<file path="src/rtl/ppu_bus_pkg.sv">
// ---------------------------------------------------------------------------
// ppu_bus_pkg
// Shared definitions for the PPU video-memory bus responder:
//   - state_e     : responder FSM states
//   - MIR_*       : 2-bit nametable mirroring mode codes
//   - NT_BASE     : upper physical address bits of the nametable window
//   - mirror_map  : logical PPU address -> physical backing-memory address
// ---------------------------------------------------------------------------
package ppu_bus_pkg;

    typedef enum logic [2:0] {
        ST_IDLE,
        ST_RD_REQ,
        ST_RD_DRIVE,
        ST_WR_WAIT,
        ST_WR_REQ
    } state_e;

    localparam logic [1:0] MIR_VERT = 2'd0;
    localparam logic [1:0] MIR_HORZ = 2'd1;
    localparam logic [1:0] MIR_SCA  = 2'd2;
    localparam logic [1:0] MIR_SCB  = 2'd3;

    localparam logic [2:0] NT_BASE  = 3'b100;

    // The whole 2000-3FFF window folds onto two 1 KiB nametables; the
    // selected table replaces A13..A10, A9..A0 pass through untouched.
    function automatic logic [13:0] mirror_map(input logic [13:0] addr,
                                               input logic [1:0]  mode);
        logic nt;
        case (mode)
            MIR_VERT: nt = addr[10];
            MIR_HORZ: nt = addr[11];
            MIR_SCA:  nt = 1'b0;
            default:  nt = 1'b1;
        endcase
        return addr[13] ? {NT_BASE, nt, addr[9:0]} : addr;
    endfunction

endpackage

</file>
<file path="src/rtl/ppu_vram_responder_if.sv">
// ---------------------------------------------------------------------------
// ppu_vram_responder_if
// Request/acknowledge bus between the responder and the backing memory.
//   mem_req   : request pending, held until mem_ack
//   mem_we    : request is a write
//   mem_addr  : 14-bit physical address
//   mem_wdata : write data
//   mem_rdata : read data, valid in the mem_ack cycle
//   mem_ack   : request accepted/completed
// master = responder side, slave = memory side.
// ---------------------------------------------------------------------------
interface ppu_vram_responder_if;

    logic        mem_req;
    logic        mem_we;
    logic [13:0] mem_addr;
    logic [7:0]  mem_wdata;
    logic [7:0]  mem_rdata;
    logic        mem_ack;

    modport master (
        output mem_req, mem_we, mem_addr, mem_wdata,
        input  mem_rdata, mem_ack
    );

    modport slave (
        input  mem_req, mem_we, mem_addr, mem_wdata,
        output mem_rdata, mem_ack
    );

endinterface

</file>
<file path="src/rtl/ppu_pad_sync.sv">
// ---------------------------------------------------------------------------
// ppu_pad_sync
// N-stage flop synchroniser for an asynchronous pad signal or bus.
//   clk   : sampling clock
//   rst   : synchronous active-high reset, loads RST_VAL into every stage
//   d_i   : raw pad value
//   q_o   : value after STAGES flops
// ---------------------------------------------------------------------------
module ppu_pad_sync #(
    parameter int                 WIDTH   = 1,
    parameter int                 STAGES  = 2,
    parameter logic [WIDTH-1:0]   RST_VAL = '0
) (
    input  logic             clk,
    input  logic             rst,
    input  logic [WIDTH-1:0] d_i,
    output logic [WIDTH-1:0] q_o
);

    logic [WIDTH-1:0] sync_q [STAGES];

    // NOTE: every stage is preset on reset, not just the last one, so the
    // inactive level is already flushed through the chain when reset drops.
    always_ff @(posedge clk) begin
        if (rst) begin
            for (int i = 0; i < STAGES; i++) begin
                sync_q[i] <= RST_VAL;
            end
        end else begin
            // NOTE: non-blocking assignments make each stage take the value
            // its predecessor held before this edge, forming a true shift chain.
            sync_q[0] <= d_i;
            for (int i = 1; i < STAGES; i++) begin
                sync_q[i] <= sync_q[i-1];
            end
        end
    end

    assign q_o = sync_q[STAGES-1];

endmodule

</file>
<file path="src/rtl/ppu_vram_responder.sv">
// ---------------------------------------------------------------------------
// ppu_vram_responder
// Responder for the PPU video-memory bus. Oversamples the PPU pads,
// rebuilds the 14-bit address from ALE/AD/PA_hi, applies nametable
// mirroring and runs each /RD or /WR strobe as one request on the
// backing-memory bus, driving AD back to the PPU during reads.
//   CLK, RES          : clock, synchronous active-high reset
//   ALE, n_RD, n_WR   : PPU pad strobes (raw, asynchronous)
//   PA_hi, AD_in      : PPU address A13..A8, AD pad input
//   AD_out, AD_oe     : AD pad drive value and output enable
//   mirror_ld         : load new_mirror into the mirroring register
//   new_mirror        : mirroring mode code
//   mem               : backing-memory req/ack bus (master side)
//   busy              : FSM not idle
//   err               : one-cycle pulse on a protocol violation
// ---------------------------------------------------------------------------
module ppu_vram_responder
    import ppu_bus_pkg::*;
#(
    parameter int         SYNC_STAGES = 2,
    parameter logic [1:0] MIRROR_RST  = MIR_VERT
) (
    input  logic                 CLK,
    input  logic                 RES,
    input  logic                 ALE,
    input  logic                 n_RD,
    input  logic                 n_WR,
    input  logic [5:0]           PA_hi,
    input  logic [7:0]           AD_in,
    output logic [7:0]           AD_out,
    output logic                 AD_oe,
    input  logic                 mirror_ld,
    input  logic [1:0]           new_mirror,
    ppu_vram_responder_if.master mem,
    output logic                 busy,
    output logic                 err
);

    // ---------------- pad synchronisers ----------------
    logic       ale_s;
    logic       n_rd_s;
    logic       n_wr_s;
    logic [7:0] ad_s;
    logic [5:0] pa_hi_s;

    ppu_pad_sync #(.WIDTH(1), .STAGES(SYNC_STAGES), .RST_VAL(1'b0)) u_sync_ale (
        .clk(CLK), .rst(RES), .d_i(ALE), .q_o(ale_s)
    );
    ppu_pad_sync #(.WIDTH(1), .STAGES(SYNC_STAGES), .RST_VAL(1'b1)) u_sync_rd (
        .clk(CLK), .rst(RES), .d_i(n_RD), .q_o(n_rd_s)
    );
    ppu_pad_sync #(.WIDTH(1), .STAGES(SYNC_STAGES), .RST_VAL(1'b1)) u_sync_wr (
        .clk(CLK), .rst(RES), .d_i(n_WR), .q_o(n_wr_s)
    );
    ppu_pad_sync #(.WIDTH(8), .STAGES(SYNC_STAGES), .RST_VAL(8'h00)) u_sync_ad (
        .clk(CLK), .rst(RES), .d_i(AD_in), .q_o(ad_s)
    );
    ppu_pad_sync #(.WIDTH(6), .STAGES(SYNC_STAGES), .RST_VAL(6'h00)) u_sync_pa (
        .clk(CLK), .rst(RES), .d_i(PA_hi), .q_o(pa_hi_s)
    );

    // ---------------- state ----------------
    state_e      state_q;
    logic        rd_prev_q;
    logic        wr_prev_q;
    logic [7:0]  lo_q;
    logic [1:0]  mirror_q;
    logic [7:0]  rd_data_q;
    logic        ad_oe_q;
    logic        mem_req_q;
    logic        mem_we_q;
    logic [13:0] mem_addr_q;
    logic [7:0]  mem_wdata_q;
    logic        err_q;

    // ---------------- edge detection / address ----------------
    logic        rd_fall;
    logic        rd_rise;
    logic        wr_fall;
    logic        wr_rise;
    logic        stray_edge;
    logic [7:0]  lo_cur;
    logic [13:0] mapped_addr;

    assign rd_fall = rd_prev_q & ~n_rd_s;
    assign rd_rise = ~rd_prev_q & n_rd_s;
    assign wr_fall = wr_prev_q & ~n_wr_s;
    assign wr_rise = ~wr_prev_q & n_wr_s;

    // A new strobe while a transaction is still running is dropped and flagged.
    assign stray_edge = (state_q != ST_IDLE) && (rd_fall || wr_fall);

    // Transparent while ALE_s is high, like the external '373 it replaces.
    assign lo_cur      = ale_s ? ad_s : lo_q;
    assign mapped_addr = mirror_map({pa_hi_s, lo_cur}, mirror_q);

    always_ff @(posedge CLK) begin
        if (RES) begin
            state_q     <= ST_IDLE;
            rd_prev_q   <= 1'b1;
            wr_prev_q   <= 1'b1;
            lo_q        <= '0;
            mirror_q    <= MIRROR_RST;
            rd_data_q   <= '0;
            ad_oe_q     <= 1'b0;
            mem_req_q   <= 1'b0;
            mem_we_q    <= 1'b0;
            mem_addr_q  <= '0;
            mem_wdata_q <= '0;
            err_q       <= 1'b0;
        end else begin
            rd_prev_q <= n_rd_s;
            wr_prev_q <= n_wr_s;
            if (ale_s) begin
                lo_q <= ad_s;
            end
            if (mirror_ld) begin
                mirror_q <= new_mirror;
            end

            // NOTE: later non-blocking assignments to err_q in the case below
            // override this default within the same edge.
            err_q <= stray_edge;

            case (state_q)
                ST_IDLE: begin
                    if (rd_fall) begin
                        // Read wins a simultaneous fall; the write is flagged.
                        state_q    <= ST_RD_REQ;
                        mem_req_q  <= 1'b1;
                        mem_we_q   <= 1'b0;
                        mem_addr_q <= mapped_addr;
                        err_q      <= wr_fall;
                    end else if (wr_fall) begin
                        state_q     <= ST_WR_WAIT;
                        mem_addr_q  <= mapped_addr;
                        mem_wdata_q <= ad_s;
                    end
                end

                ST_RD_REQ: begin
                    // The request is never withdrawn before ack, even if the
                    // PPU has already given up on the read.
                    if (mem.mem_ack) begin
                        mem_req_q <= 1'b0;
                        rd_data_q <= mem.mem_rdata;
                        if (!n_rd_s) begin
                            state_q <= ST_RD_DRIVE;
                            ad_oe_q <= 1'b1;
                        end else begin
                            state_q <= ST_IDLE;
                            err_q   <= 1'b1;
                        end
                    end
                end

                ST_RD_DRIVE: begin
                    if (ale_s) begin
                        state_q <= ST_IDLE;
                        ad_oe_q <= 1'b0;
                        err_q   <= 1'b1;
                    end else if (rd_rise) begin
                        state_q <= ST_IDLE;
                        ad_oe_q <= 1'b0;
                    end
                end

                ST_WR_WAIT: begin
                    // Keep overwriting so the last sample before /WR rises wins.
                    if (!n_wr_s) begin
                        mem_wdata_q <= ad_s;
                    end
                    if (wr_rise) begin
                        state_q   <= ST_WR_REQ;
                        mem_req_q <= 1'b1;
                        mem_we_q  <= 1'b1;
                    end
                end

                ST_WR_REQ: begin
                    if (mem.mem_ack) begin
                        state_q   <= ST_IDLE;
                        mem_req_q <= 1'b0;
                        mem_we_q  <= 1'b0;
                    end
                end

                default: begin
                    state_q <= ST_IDLE;
                end
            endcase
        end
    end

    // ALE while driving means the PPU is about to drive AD itself: release
    // the pad in the very cycle ALE_s is seen, ahead of the state change.
    assign AD_oe  = ad_oe_q & ~ale_s;
    assign AD_out = rd_data_q;

    assign mem.mem_req   = mem_req_q;
    assign mem.mem_we    = mem_we_q;
    assign mem.mem_addr  = mem_addr_q;
    assign mem.mem_wdata = mem_wdata_q;

    assign busy = (state_q != ST_IDLE);
    assign err  = err_q;

endmodule
</file>
<file path="src/flat_wrapper.sv">
// flat-port wrapper written by rule: the top's interface ports become plain ports
module ppu_vram_responder_flat import ppu_bus_pkg::*;
#(
    parameter int         SYNC_STAGES = 2,
    parameter logic [1:0] MIRROR_RST  = MIR_VERT
)
  (CLK, RES, ALE, n_RD, n_WR, PA_hi, AD_in, AD_out, AD_oe, mirror_ld, new_mirror, busy, err, mem_mem_req, mem_mem_we, mem_mem_addr, mem_mem_wdata, mem_mem_rdata, mem_mem_ack);
  ppu_vram_responder_if mem_i ();
  input  logic CLK;
  input  logic RES;
  input  logic ALE;
  input  logic n_RD;
  input  logic n_WR;
  input  logic [5:0] PA_hi;
  input  logic [7:0] AD_in;
  output logic [7:0] AD_out;
  output logic AD_oe;
  input  logic mirror_ld;
  input  logic [1:0] new_mirror;
  output logic busy;
  output logic err;
  output wire logic [$bits(mem_i.mem_req)-1:0] mem_mem_req;
  output wire logic [$bits(mem_i.mem_we)-1:0] mem_mem_we;
  output wire logic [$bits(mem_i.mem_addr)-1:0] mem_mem_addr;
  output wire logic [$bits(mem_i.mem_wdata)-1:0] mem_mem_wdata;
  input wire logic [$bits(mem_i.mem_rdata)-1:0] mem_mem_rdata;
  input wire logic [$bits(mem_i.mem_ack)-1:0] mem_mem_ack;
  assign mem_mem_req = mem_i.mem_req;
  assign mem_mem_we = mem_i.mem_we;
  assign mem_mem_addr = mem_i.mem_addr;
  assign mem_mem_wdata = mem_i.mem_wdata;
  assign mem_i.mem_rdata = mem_mem_rdata;
  assign mem_i.mem_ack = mem_mem_ack;
  ppu_vram_responder #(.SYNC_STAGES(SYNC_STAGES), .MIRROR_RST(MIRROR_RST)) u_core (.CLK(CLK), .RES(RES), .ALE(ALE), .n_RD(n_RD), .n_WR(n_WR), .PA_hi(PA_hi), .AD_in(AD_in), .AD_out(AD_out), .AD_oe(AD_oe), .mirror_ld(mirror_ld), .new_mirror(new_mirror), .mem(mem_i), .busy(busy), .err(err));
endmodule
</file>
<file path="config.mk">
export PLATFORM = sky130hd
export DESIGN_NAME = ppu_vram_responder_flat
export DESIGN_NICKNAME = d
export VERILOG_FILES = /design/src/rtl/ppu_bus_pkg.sv /design/src/rtl/ppu_vram_responder_if.sv /design/src/rtl/ppu_pad_sync.sv /design/src/rtl/ppu_vram_responder.sv /design/src/flat_wrapper.sv
export SDC_FILE = /design/constraint.sdc
export NUM_CORES = 1
export LEC_CHECK = 0
export ABC_AREA = 1
export CAP_MARGIN = 20
export CORE_MARGIN = 1
export CORE_UTILIZATION = 50
export CTS_CLUSTER_DIAMETER = 40
export DETAILED_ROUTE_END_ITERATION = 7
export PLACE_DENSITY = 0.75
export SYNTH_ARGS = -nofsm -noshare
export SYNTH_HDL_FRONTEND = slang
export SYNTH_SLANG_ARGS = --single-unit
</file>
<file path="constraint.sdc">
create_clock -name CLK -period 2 [get_ports CLK]
set_clock_uncertainty 0.05 [all_clocks]
set_input_delay 0.3 -clock CLK [delete_from_list [all_inputs] [get_ports CLK]]
set_output_delay 0.3 -clock CLK [all_outputs]
set_load 0.1 [all_outputs]
</file>
## Word-level counts from Yosys, hierarchy flattened

Memories as Yosys holds them, arrays and structs flattened.
Index checks and enable logic that the tools add are counted.

| word-level totals | value |
|---|---|
| logic and storage cells | 119 |
| output and inout bits | 35 |
| bits in writable memories | 34 |
| memories kept | 5 |
| input bits | 31 |
| bits in registers | 49 |

| cells by class | value |
|---|---|
| bitwise operators | 20 |
| mux-type cells | 47 |
| equal/unequal tests | 17 |
| reduce and logical (&&, ||, !) cells | 18 |

Memory list:

| name | words | width | read ports | clocked after memory_dff | wr ports | RTL line | source |
|---|---|---|---|---|---|---|---|
| u_core.u_sync_ad.sync_q | 2 | 8 | 2 | 0 | 2 | ppu_pad_sync.sv:20 | `logic [WIDTH-1:0] sync_q [STAGES];` |
| u_core.u_sync_pa.sync_q | 2 | 6 | 2 | 0 | 2 | ppu_pad_sync.sv:20 |  |
| u_core.u_sync_ale.sync_q | 2 | 1 | 2 | 0 | 2 | ppu_pad_sync.sv:20 |  |
| u_core.u_sync_rd.sync_q | 2 | 1 | 2 | 0 | 2 | ppu_pad_sync.sv:20 |  |
| u_core.u_sync_wr.sync_q | 2 | 1 | 2 | 0 | 2 | ppu_pad_sync.sv:20 |  |

Operators with widths:

| cell | count |
|---|---|
| two-way mux 8 bit | 6 |
| two-way mux 14 bit | 3 |
| two-way mux 1 bit | 21 |
| two-way mux 3 bit | 7 |
| case mux 8 bit (2 select lines) | 1 |
| AND reduction 4 bit | 4 |
| case mux 3 bit (5 select lines) | 1 |
| two-way mux 6 bit | 2 |
| case mux 1 bit (3 select lines) | 4 |
| inequality test 2 bit (second input constant) | 5 |
| OR 1 bit | 10 |
| nonzero test 3 bit | 3 |
| inequality test 2 x 1 -> 1 bit (second input constant) | 4 |
| == test 3 x 2 -> 1 bit (second input constant) | 2 |
| inequality test 3 x 1 -> 1 bit (second input constant) | 2 |
| nonzero test 2 bit | 3 |
| AND 1 bit | 5 |
| NOT 1 bit | 5 |
| AND reduction 5 bit | 1 |
| AND reduction 2 bit | 2 |
| == test 3 x 1 -> 1 bit (second input constant) | 1 |
| == test 3 bit (second input constant) | 1 |
| zero test 3 bit | 1 |
| == test 2 x 1 -> 1 bit (second input constant) | 1 |
| 7 further kinds | 7 |

## Depth between registers and ports, before layout

An unclocked memory read counts as a cell.

| depth | value |
|---|---|
| depth in word-level cells | 8 |
| mapped depth | 9 |
| depth with buffers taken out | 9 |

## By module

A second synthesis with hierarchy kept.

| unflattened totals | value |
|---|---|
| cells, all modules | 393 |
| area, all modules | 3154.3 um^2 |

By module, submodules not included:

| module | cells each | instances | area an instance (um^2) | sequential area each (um^2) |
|---|---|---|---|---|
| ppu_vram_responder | 272 | 1 | 2060.7 | 980.9 |
| ppu_pad_sync (u_core.u_sync_ad) | 58 | 1 | 534.3 | 320.3 |
| ppu_pad_sync (u_core.u_sync_pa) | 43 | 1 | 386.6 | 240.2 |
| ppu_pad_sync (u_core.u_sync_rd ...) | 7 | 2 | 58.8 | 40.0 |
| ppu_pad_sync (u_core.u_sync_ale) | 6 | 1 | 55.1 | 40.0 |

## Worst setup path before layout

No wires, ideal clock.

| timing | value |
|---|---|
| path type | reg-to-output |
| start | memory u_core.u_sync_ale.sync_q[1][0] (netlist: u_core.u_sync_ale.sync_q[0][1]) |
| end | output AD_oe |
| data arrival time | 1707 ps |
| slack | -57 ps |
| stages on the path, launching flop included | 3 |
| path buffers | 1 |
| data required time | 1650 ps |
| cell sequence | dfxtp_1 buf_2 nor2_1 |

RTL lines:

| what | RTL line | source |
|---|---|---|
| from (decl) | ppu_pad_sync.sv:20 |  |
| to (decl) | flat_wrapper.sv:17 | `output logic AD_oe;` |

## Final worst setup path

| timing | value |
|---|---|
| start | register u_core.state_q[2] |
| end | output busy |

| on the way | value |
|---|---|
| longest elaborated chain between the ends | 1 |

RTL lines:

| what | RTL line | source |
|---|---|---|
| from (decl) | ppu_vram_responder.sv:63 | `state_e state_q;` |
| from (signal assigned) | ppu_vram_responder.sv:99 | `state_q <= ST_IDLE;` |
| from (signal assigned) | ppu_vram_responder.sv:129 | `state_q <= ST_RD_REQ;` |
| from (signal assigned) | ppu_vram_responder.sv:135 | `state_q <= ST_WR_WAIT;` |
| nonzero test 3 bit | ppu_vram_responder.sv:205 | `assign busy = (state_q != ST_IDLE);` |
| to (decl) | flat_wrapper.sv:20 | `output logic busy;` |

Every way passes these cells.

==> results.ini <==
[global_routing]
globalRouteMet1Util_pct = 23.1
grt_max_degree = 47
grt_pass1_wl_um = 9140
grtUsageMet2_pct = 30.5
met3_usage_pct = 6.21
antenna_found_initial = 0
grt-ovfl-total = 0
grt_pass1_vias = 2148
grt_use_total_pct = 19.0
grt.busiest_layer = met2

[floorplanning]
row_count = 27
start_util_pct = 52.8
fp.dieArea_mm2 = 0.00627
die_x_um = 79.2
boundaryPins = 66
die_y_um = 79.2
core_area_mm2 = 0.00564

[clock_tree]
clkTransAtPathRegs_ns = 0.08
cts-resized-gates = 0
post_cts_buffers = 0
cts_buffer_depth = 2
root_buffer = clkbuf_8
clk_latency_ns = 0.35
cts_tree = built
cts_sinks = 83
tritoncts.num_buffers = 9
hold_buffers = 0
htreeDepth = 3

[sta]
worst_pin_slew_ns = 0.700
holdWs_ns = 0.237
hold_viol_final = 0
setup_viol = 0
finalCriticalPeriod_ns = 1.58
fin_crit_sh_pct = 79.0
fmax_mhz = 633
slew_headroom_pct = 53.3
grt_setup_unrepaired = false
maxSlewViolCount = 0
fin_setup_tns_ns = 0

[finish]
drive_gt1_share_pct = 18.4
area_growth_pct = 28.3
antennaDiodeCount = 0
design_area_mm2 = 0.00382
layout.cells.non_filler = 517
multi_input_area_mm2 = 0.00104
fillers = 476
seq_area_mm2 = 0.00166
nets = 471
fin_util_pct = 67.8

[logic_synthesis]
syn_area_mm2 = 0.00298
ys_async_sr_fraction_pct = 0
syn_nets = 404
synth_most_common_cell = nor2_1
yosys.cell_types.count = 28
synth_commonest_cells = nor2_1, dfxtp_1, inv_1, nand2_1, o21ai_0
synthTopCellsByArea = dfxtp_1, nor2_1, inv_1, nand2_1, o21ai_0
synth_top_area_share_pct = 55.8
ys_seq_elements = 83
synth_edf_count = 0
synthFlopType = dfxtp_1
yosys.area.top_type = dfxtp_1
ys_seq_area_share_pct = 55.8
ys.warnings.count = 0
netlist_instances = 373
syn_area_per_cell_um2 = 7.99

[power_and_ir_drop]
p_leak_uw = 0.00179
switching_share_pct = 43.3
intPower_uw = 3050
irDropWorstVdd_v = 0.000961
power_density_mw_per_mm2 = 1410
clkPwrFrac_pct = 23.5
switchingPower_uw = 2320
combPwrFrac_pct = 40.0
pwr-share-seq_pct = 36.5

[detailed_routing]
drt_iter0_markers = 112
drt_wl_total_um = 5550
drtAntennaViolNets = 0
via_count = 2367
viasPerCell = 4.58
drc_errors = 0
drt_pass1_iterations = 4
routedWlPerCell_um = 10.7

[critical_path]
crit_type = reg2out
r2r-start = u_core.state_q[0]
cp.arrival_ns = 1.23
endpoint_kind = primary output
r2r_end = u_core.mem.mem_addr[10]
r2r_cells = 7
critPathRequiredTime_ns = 1.65
reg2reg_slack_ns = 0.44
cp_max_fo = 6
setup.worst_path.start_class = flip-flop

[worst_hold_path]
hold_end = u_core.mem.mem_addr[12]
hold_depth = 2
min_path_type = in2reg
holdCritStartpoint = RES

[run_status]
outcome = complete, no violations

[place]
placed_cells_incl_taps = 501
place_congestion = 0.881
place_area_mm2 = 0.00361
io_buffer_count = 65
hpwlAfterDp_um = 3960

[job]
drv_cap = 0

## worst max-delay path by stage
stage                                   startpoint                 endpoint  slack [ns]
finish                           u_core.state_q[2]                     busy        0.42
global route         u_core.u_sync_rd.sync_q[0][1]  u_core.mem.mem_addr[10]        0.34
CTS                              u_core.state_q[2]                     busy        0.41
detailed placement                     mem_mem_ack         u_core.AD_out[7]        0.36
global placement                       mem_mem_ack         u_core.AD_out[5]        0.43
floorplan           u_core.u_sync_ale.sync_q[0][1]                    AD_oe        0.40
## power groups by stage
stage / registers [uW] / clock network (uW) / logic [uW]
floorplan: 3000 / 0 / 691
global placement: 1990 / 0 / 2130
detailed placement: 2000 / 0 / 2150
CTS: 1960 / 1290 / 2160
global route: 1980 / 1360 / 2270
finish: 1960 / 1260 / 2150
## placed cells by master (no fill, tap or decap)
cell and instances:
buf_2 1, nand4_1 3, clkbuf_1 2, nor2_4 1
a211oi_2 8, inv_1 53, nor2_2 5, clkinvlp_4 1
nand3_4 1, nand2_1 51, buf_4 35, nand3_2 2
a21oi_1 6, a22oi_1 2, o21ai_1 1, clkdlybuf4s50_1 29
inv_4 1, clkbuf_8 9, bufinv_16 2, nand2_2 1
nand2_4 2, inv_2 4, clkinv_2 3, buf_12 2
a31oi_1 1, o211ai_1 1, o21ai_0 26, nand3_1 4
dfxtp_1 83, nor2_1 100, nor3_1 1, or2_2 4
## per-stage QoR
step	worst slack (ns)	power [uW]
after detailed placement	0.355	4150
final	0.420	5370
after floorplan	0.403	3690
after global routing	0.341	5620
after CTS	0.414	5420
after global placement	0.435	4130
## worst max-delay path, stage by stage, from the launching register on
cell and delay (ns):
dfxtp_1 0.47, inv_2 0.11, nand2_4 0.13, buf_12 0.18
## layer usage
metal	share of wire (%)	wire [um]
met2	46	2580
met1	46	2540
met3	5.9	326
met4	1.9	104
met5	0	0
## kinds of logic after synthesis
family / count (synthesis) / share of synthesized area [%]
AND/OR/NAND/NOR: 175 / 24.9
AO/OA/AOI/OAI: 45 / 9.87
buffers and inverters: 70 / 9.49
flip-flops: 83 / 55.8
## flip-flops by register name, summed over array words and instances (netlist names)
name / flops
u_core.u_sync_rd.sync_q: 2
u_core.mem.mem_addr: 14
u_core.AD_out: 8
u_core.lo_q: 8
u_core.mem.mem_we: 1
u_core.err: 1
u_core.mem.mem_req: 1
u_core.rd_prev_q: 1
u_core.wr_prev_q: 1
u_core.u_sync_ale.sync_q: 2
u_core.mem.mem_wdata: 8
u_core.u_sync_pa.sync_q: 12
u_core.state_q: 3
u_core.ad_oe_q: 1
u_core.u_sync_ad.sync_q: 16
u_core.u_sync_wr.sync_q: 2
u_core.mirror_q: 2
## area by class of cell
| type | count | area share [%] |
|---|---|---|
| Timing Repair Buffer | 67 | 15.6 |
| Inverter | 59 | 5.89 |
| Multi-Input combinational cell | 220 | 27.2 |
| Sequential cell | 83 | 43.5 |
| Tap cell | 72 | 2.36 |
| Clock inverter | 5 | 2.03 |
| Clock buffer | 11 | 3.44 |
Note: power is estimated with default switching activity, not from simulation.
